## config.mk

```make
export PLATFORM = sky130hd
export DESIGN_NAME = ex_stage
export DESIGN_NICKNAME = d
export VERILOG_FILES = /design/src/rtl/ex_stage.sv
export SDC_FILE = /design/constraint.sdc
export NUM_CORES = 1
export LEC_CHECK = 0
export CORE_MARGIN = 8
export CORE_UTILIZATION = 57
export DETAILED_ROUTE_END_ITERATION = 7
export PLACE_DENSITY = 0.82
export SLEW_MARGIN = 20
export SYNTH_ARGS = -nofsm -noshare
export SYNTH_HDL_FRONTEND = slang
export SYNTH_SLANG_ARGS = --single-unit
```

## constraint.sdc

```tcl
create_clock -name clk -period 11.25 [get_ports clk]
set_clock_uncertainty 0.15 [all_clocks]
set_input_delay 1.125 -clock clk [delete_from_list [all_inputs] [get_ports clk]]
set_output_delay 1.125 -clock clk [all_outputs]
set_load 0.05 [all_outputs]
```

## src/rtl/ex_stage.sv

```systemverilog
// ----------------------------------------------------------------------------
// ex_stage -- execute stage of the RISC-V core.
//
// Computes the ALU result for the operation presented by decode and registers
// it into the EX/MEM boundary with valid/ready flow control. A one-entry skid
// buffer sits behind the output register so that in_ready_o comes straight
// from a flop and never depends combinationally on out_ready_i.
//
// Ports:
//   clk, rst_n           clock (rising edge), asynchronous active-low reset
//   in_valid_i/in_ready_o  upstream handshake
//   ALUControl_i         3-bit ALU operation code from the ALU decoder
//   SrcA_i, SrcB_i       operands
//   Rd_i, RegWrite_i     destination register and writeback enable
//   flush_i              drop everything held and anything arriving this cycle
//   out_valid_o/out_ready_i  downstream handshake
//   ALUResult_o, Zero_o, Rd_o, RegWrite_o, Illegal_o  registered payload
// ----------------------------------------------------------------------------
module ex_stage #(
    parameter int DATA_WIDTH     = 32,
    parameter int REG_ADDR_WIDTH = 5
) (
    input  logic                      clk,
    input  logic                      rst_n,
    input  logic                      in_valid_i,
    output logic                      in_ready_o,
    input  logic [2:0]                ALUControl_i,
    input  logic [DATA_WIDTH-1:0]     SrcA_i,
    input  logic [DATA_WIDTH-1:0]     SrcB_i,
    input  logic [REG_ADDR_WIDTH-1:0] Rd_i,
    input  logic                      RegWrite_i,
    input  logic                      flush_i,
    output logic                      out_valid_o,
    input  logic                      out_ready_i,
    output logic [DATA_WIDTH-1:0]     ALUResult_o,
    output logic                      Zero_o,
    output logic [REG_ADDR_WIDTH-1:0] Rd_o,
    output logic                      RegWrite_o,
    output logic                      Illegal_o
);

    typedef enum logic [2:0] {
        OP_ADD = 3'b000,
        OP_SUB = 3'b001,
        OP_AND = 3'b010,
        OP_OR  = 3'b011,
        OP_SLT = 3'b101
    } alu_op_e;

    typedef struct packed {
        logic [DATA_WIDTH-1:0]     result;
        logic                      zero;
        logic [REG_ADDR_WIDTH-1:0] rd;
        logic                      reg_write;
        logic                      illegal;
    } payload_t;

    payload_t comp;      // payload computed from the current inputs
    payload_t out_q;
    payload_t skid_q;
    logic     out_valid;
    logic     skid_valid;
    logic     in_fire;
    logic     out_drain;

    // ------------------------------------------------------------------
    // ALU
    // ------------------------------------------------------------------
    // NOTE: every signal driven here gets a default first, so no path
    // through the case leaves it unassigned and no latch is inferred.
    always_comb begin
        comp           = '0;
        comp.rd        = Rd_i;
        comp.reg_write = RegWrite_i;
        case (ALUControl_i)
            OP_ADD: comp.result = SrcA_i + SrcB_i;
            OP_SUB: comp.result = SrcA_i - SrcB_i;
            OP_AND: comp.result = SrcA_i & SrcB_i;
            OP_OR:  comp.result = SrcA_i | SrcB_i;
            OP_SLT: comp.result = {{(DATA_WIDTH-1){1'b0}},
                                   ($signed(SrcA_i) < $signed(SrcB_i))};
            default: begin
                // Unsupported code: result stays 0 and writeback is suppressed.
                comp.illegal   = 1'b1;
                comp.reg_write = 1'b0;
            end
        endcase
        comp.zero = (comp.result == '0);
    end

    // ------------------------------------------------------------------
    // Handshake
    // ------------------------------------------------------------------
    // Ready is a pure function of the skid flop: upstream sees no path
    // from out_ready_i or in_valid_i.
    assign in_ready_o = !skid_valid;
    assign in_fire    = in_valid_i && in_ready_o;
    // OUT can take a new entry when it is empty or being consumed.
    assign out_drain  = !out_valid || out_ready_i;

    // ------------------------------------------------------------------
    // Valid bits and output payload
    // ------------------------------------------------------------------
    // NOTE: sequential state uses non-blocking assignments so every flop
    // samples the pre-edge values regardless of statement order.
    always_ff @(posedge clk or negedge rst_n) begin
        if (!rst_n) begin
            out_valid  <= 1'b0;
            skid_valid <= 1'b0;
            out_q      <= '0;
        end else if (flush_i) begin
            out_valid  <= 1'b0;
            skid_valid <= 1'b0;
        end else if (out_drain) begin
            if (skid_valid) begin
                // Skid is older than anything upstream; it goes first.
                out_q      <= skid_q;
                out_valid  <= 1'b1;
                skid_valid <= 1'b0;
            end else if (in_fire) begin
                out_q     <= comp;
                out_valid <= 1'b1;
            end else begin
                out_valid <= 1'b0;
            end
        end else if (in_fire) begin
            // OUT is stalled: park the accepted op in the skid slot.
            skid_valid <= 1'b1;
        end
    end

    // NOTE: the skid payload is qualified by skid_valid and is never
    // observed while empty, so it is left out of reset; only the OUT
    // payload is reset because it drives the module outputs.
    always_ff @(posedge clk) begin
        if (!out_drain && in_fire) begin
            skid_q <= comp;
        end
    end

    assign out_valid_o = out_valid;
    assign ALUResult_o = out_q.result;
    assign Zero_o      = out_q.zero;
    assign Rd_o        = out_q.rd;
    assign RegWrite_o  = out_q.reg_write;
    assign Illegal_o   = out_q.illegal;

endmodule

```

==> qor.txt <==
vias per cell -> 6.37
Tightest Hold Check Type -> flop to flop
root buffer cell -> clkbuf_16
status -> complete, no violations
syn avg cell area -> 7.90 um2
width of the die -> 141 um
vias in the first global route -> 8313
Layout Nets -> 1385
register bit total from synthesis -> 82
Yosys cell types -> 85
Die ar. -> 0.0198 mm2
ant diodes -> 0
crit path max fanout -> 5
total I/O pin count -> 120
drt total wl -> 27.1 mm
Worst R2R Setup Slack -> 8.91 ns
CP Class -> input pin to flop
pre-CTS WS -> 5.88 ns
first-pass GRT wire length -> 43.1 mm
peak supply drop -> 0.106 mV
setup bufs post-CTS -> 0
Crit path largest cell delay -> 0.50 ns
TritonCTS clock tree -> done
Top delay family on crit path -> compound AO/OA/AOI/OAI gates
RSZ-0062 raised after global routing -> false
critical path arrival -> 5.37 ns
post_cts resized -> 0
post-synth top area cell -> ha_1
Syn Std Cell Area -> 0.00888 mm2
Worst Tran Pin Value -> 0.951 ns
Multi-input gate area -> 0.00596 mm2
Post-synth EDFFs -> 40
Die Height -> 141 um
Max Cap Viol -> 0
CTS Buf Count -> 9
P_leak -> 0.00462 uW
1st-iter DRT viols -> 898
part of the cycle the worst path needs -> 46.6%
fillers -> 1289
Synth Instances -> 1123
min Tclk post-route -> 5.24 ns
Starting Density -> 58.4%
Final Power -> 1210 uW
FF/Latch Area -> 0.00225 mm2
port buffer count -> 119
sequential cell area fraction in the yosys report -> 25.4%
Hold WS -> 0.325 ns
Hold Vio Cnt, Final -> 0
detailed-route DRC error count -> 0
wire per inst -> 19.5 um
layout cell share with drive strength beyond 1 -> 4.32%
post-synth top area share -> 15.1%
pin count of the biggest net entering global routing -> 75
critical-path cell list -> clkdlybuf4s50_1 -> ha_1 -> inv_1 -> fa_1 -> nor2b_1 -> o31a_1 -> o22ai_1 -> o21ai_1 -> a21oi_1 -> o41ai_1 -> mux2i_1 -> nand3_1 -> nor4_1 -> and4b_1 -> a21o_1
Final setup viols -> 0
dpl hpwl -> 21.0 mm
cts hold-fix bufs -> 0
clock slew seen by the registers of the worst setup and hold paths -> 0.06 ns
gp weighted congestion -> 0.996
top area cells in the synthesized netlist -> ha_1 15%, edfxtp_1 14%, dfrtp_1 12%, a21oi_1 5.3%, o21ai_0 5.2%
remaining global-route overflow -> 0
total clock sinks -> 82
Global Route Usage Sum -> 26.6%
Final ANT Viol Nets -> 0
Rel. slew slack -> 36.2%
initial antenna violation count -> 0
setup_tns -> 0 ns
row cnt -> 45
worst path required time -> 11.38 ns
final core utilization -> 68.6%
Pwr Density -> 116 mW/mm2
Slew Viols, Final -> 0
upper clock frequency limit -> 191 MHz
Crit. End Element -> flop
CP bufs+invs -> 2
1st-pass router iterations -> 5
Layout area overhead -> 17.4%
synth warn -> 0
Via Count -> 8861
Syn Nets -> 1310
area of the core -> 0.0152 mm2
startpoint types -> input pin
Async SR Flop Fraction -> 51.2%
Main synth FF type -> dfrtp_1
Clk Latency, worst-skew pair -> 0.33 ns
H-tree levels -> 3
Slowest-stage cell, CP -> clkdlybuf4s50_1
clk buf depth -> 2
fin worst setup slack -> 6.01 ns
-- registers in the layout, summed over array words and instances (netlist names) --
name,cells
Zero_o,1
Rd_o,5
RegWrite_o,1
skid_valid,1
out_valid_o,1
skid_q,40
Illegal_o,1
ALUResult_o,32
-- cells by family (layout without fill, tap and decap cells) --
kind of cell	Yosys count	after routing	share of synthesized area, %
compound gates	368	368	27.5
xor+xnor	13	13	1.28
fa+ha+maj	109	109	15.5
buf+inv	172	252	7.55
flops	82	82	25.4
mux	42	42	4.90
simple gates	337	337	17.9
-- worst paths after layout --
path / from / to / cells past startpoint
max: SrcB_i[0] / Zero_o / 15
min: ALUResult_o[19] / ALUResult_o[19] / 2
max reg2reg: skid_valid / ALUResult_o[24] / 6
min reg2reg: ALUResult_o[19] / ALUResult_o[19] / 2
max in group asynchronous: rst_n / ALUResult_o[28] / 1
min in group asynchronous: rst_n / ALUResult_o[11] / 1
-- per-layer routing --
| layer | global-route usage [%] | wire (um) | up-vias |
|---|---|---|---|
| li1 | - | - | 4205 |
| met1 | 36.5 | 11900 | 4074 |
| met2 | 42.2 | 12000 | 521 |
| met3 | 4.42 | 2630 | 61 |
| met4 | 7.58 | 625 | 0 |
| met5 | 0 | 0 | - |
-- worst min-delay path: cells and delay by family (launching register included) --
family | cells | cell delay, ns
and+or+nand+nor | 1 | 0.05
DFF | 1 | 0.34
AOI/OAI and AO/OA | 1 | 0.06
-- placed cells by master (no fill, tap or decap), types with 7 or more instances in the layout --
cell             count
nand4_1             13
nor3_1              25
dfrtp_1             42
xnor2_1             12
edfxtp_1            40
nor2b_1             16
a21o_1               8
and2_1              12
o21ai_0             93
clkdlybuf4s50_1    117
or3_1                9
a211oi_1            16
mux2i_1             39
nor2_1              85
buf_4                8
o211ai_1            19
inv_1              105
clkbuf_16            9
a21oi_1             94
o21a_1              11
nand2b_1             9
o31ai_1             12
nand2_1            114
ha_1               107
nor4_1               9
nand3_1             23
o22ai_1             11
a211o_1              7
o21ai_1             11
a31oi_1              8
-- power by group --
part / internal (uW) / total (uW) / switching [uW]
clock network: 200 / 313 / 113
registers: 349 / 364 / 15.2
logic: 184 / 529 / 345
total: 733 / 1210 / 472
-- layout make-up --
class	instances	area share (%)
Multi-Input combinational cell	869	57.2
Sequential cell	82	21.6
Timing Repair Buffer	127	11.9
Inverter	109	3.92
Clock buffer	10	2.29
Tap cell	188	2.26
Clock inverter	6	0.840
-- cells in the mapped netlist (7+ instances only) --
cell	instances
o21ai_1	11
a31oi_1	8
nand2_1	115
nand3_1	23
edfxtp_1	40
o31ai_1	12
o211ai_1	19
nor2_1	85
nor3_1	25
nor2b_1	16
ha_1	107
xnor2_1	12
clkbuf_1	43
buf_2	11
or3_1	9
a21o_1	8
nor4_1	9
a21oi_1	94
o21a_1	11
o22ai_1	11
buf_1	7
inv_1	105
a211o_1	7
dfrtp_1	42
o21ai_0	93
nand4_1	13
mux2i_1	39
nand2b_1	9
a211oi_1	16
and2_1	12
-- metrics by stage --
| stage | std cells | area [um2] |
|---|---|---|
| 3_3_place_gp | 1375 | 10100 |
| 3_5_place_dp | 1375 | 10100 |
| 6_report | 1391 | 10400 |
| 5_1_grt | 1391 | 10400 |
| 4_1_cts | 1391 | 10400 |
| 2_1_floorplan | 1123 | 8880 |
Note: power is estimated with default switching activity, not from simulation.
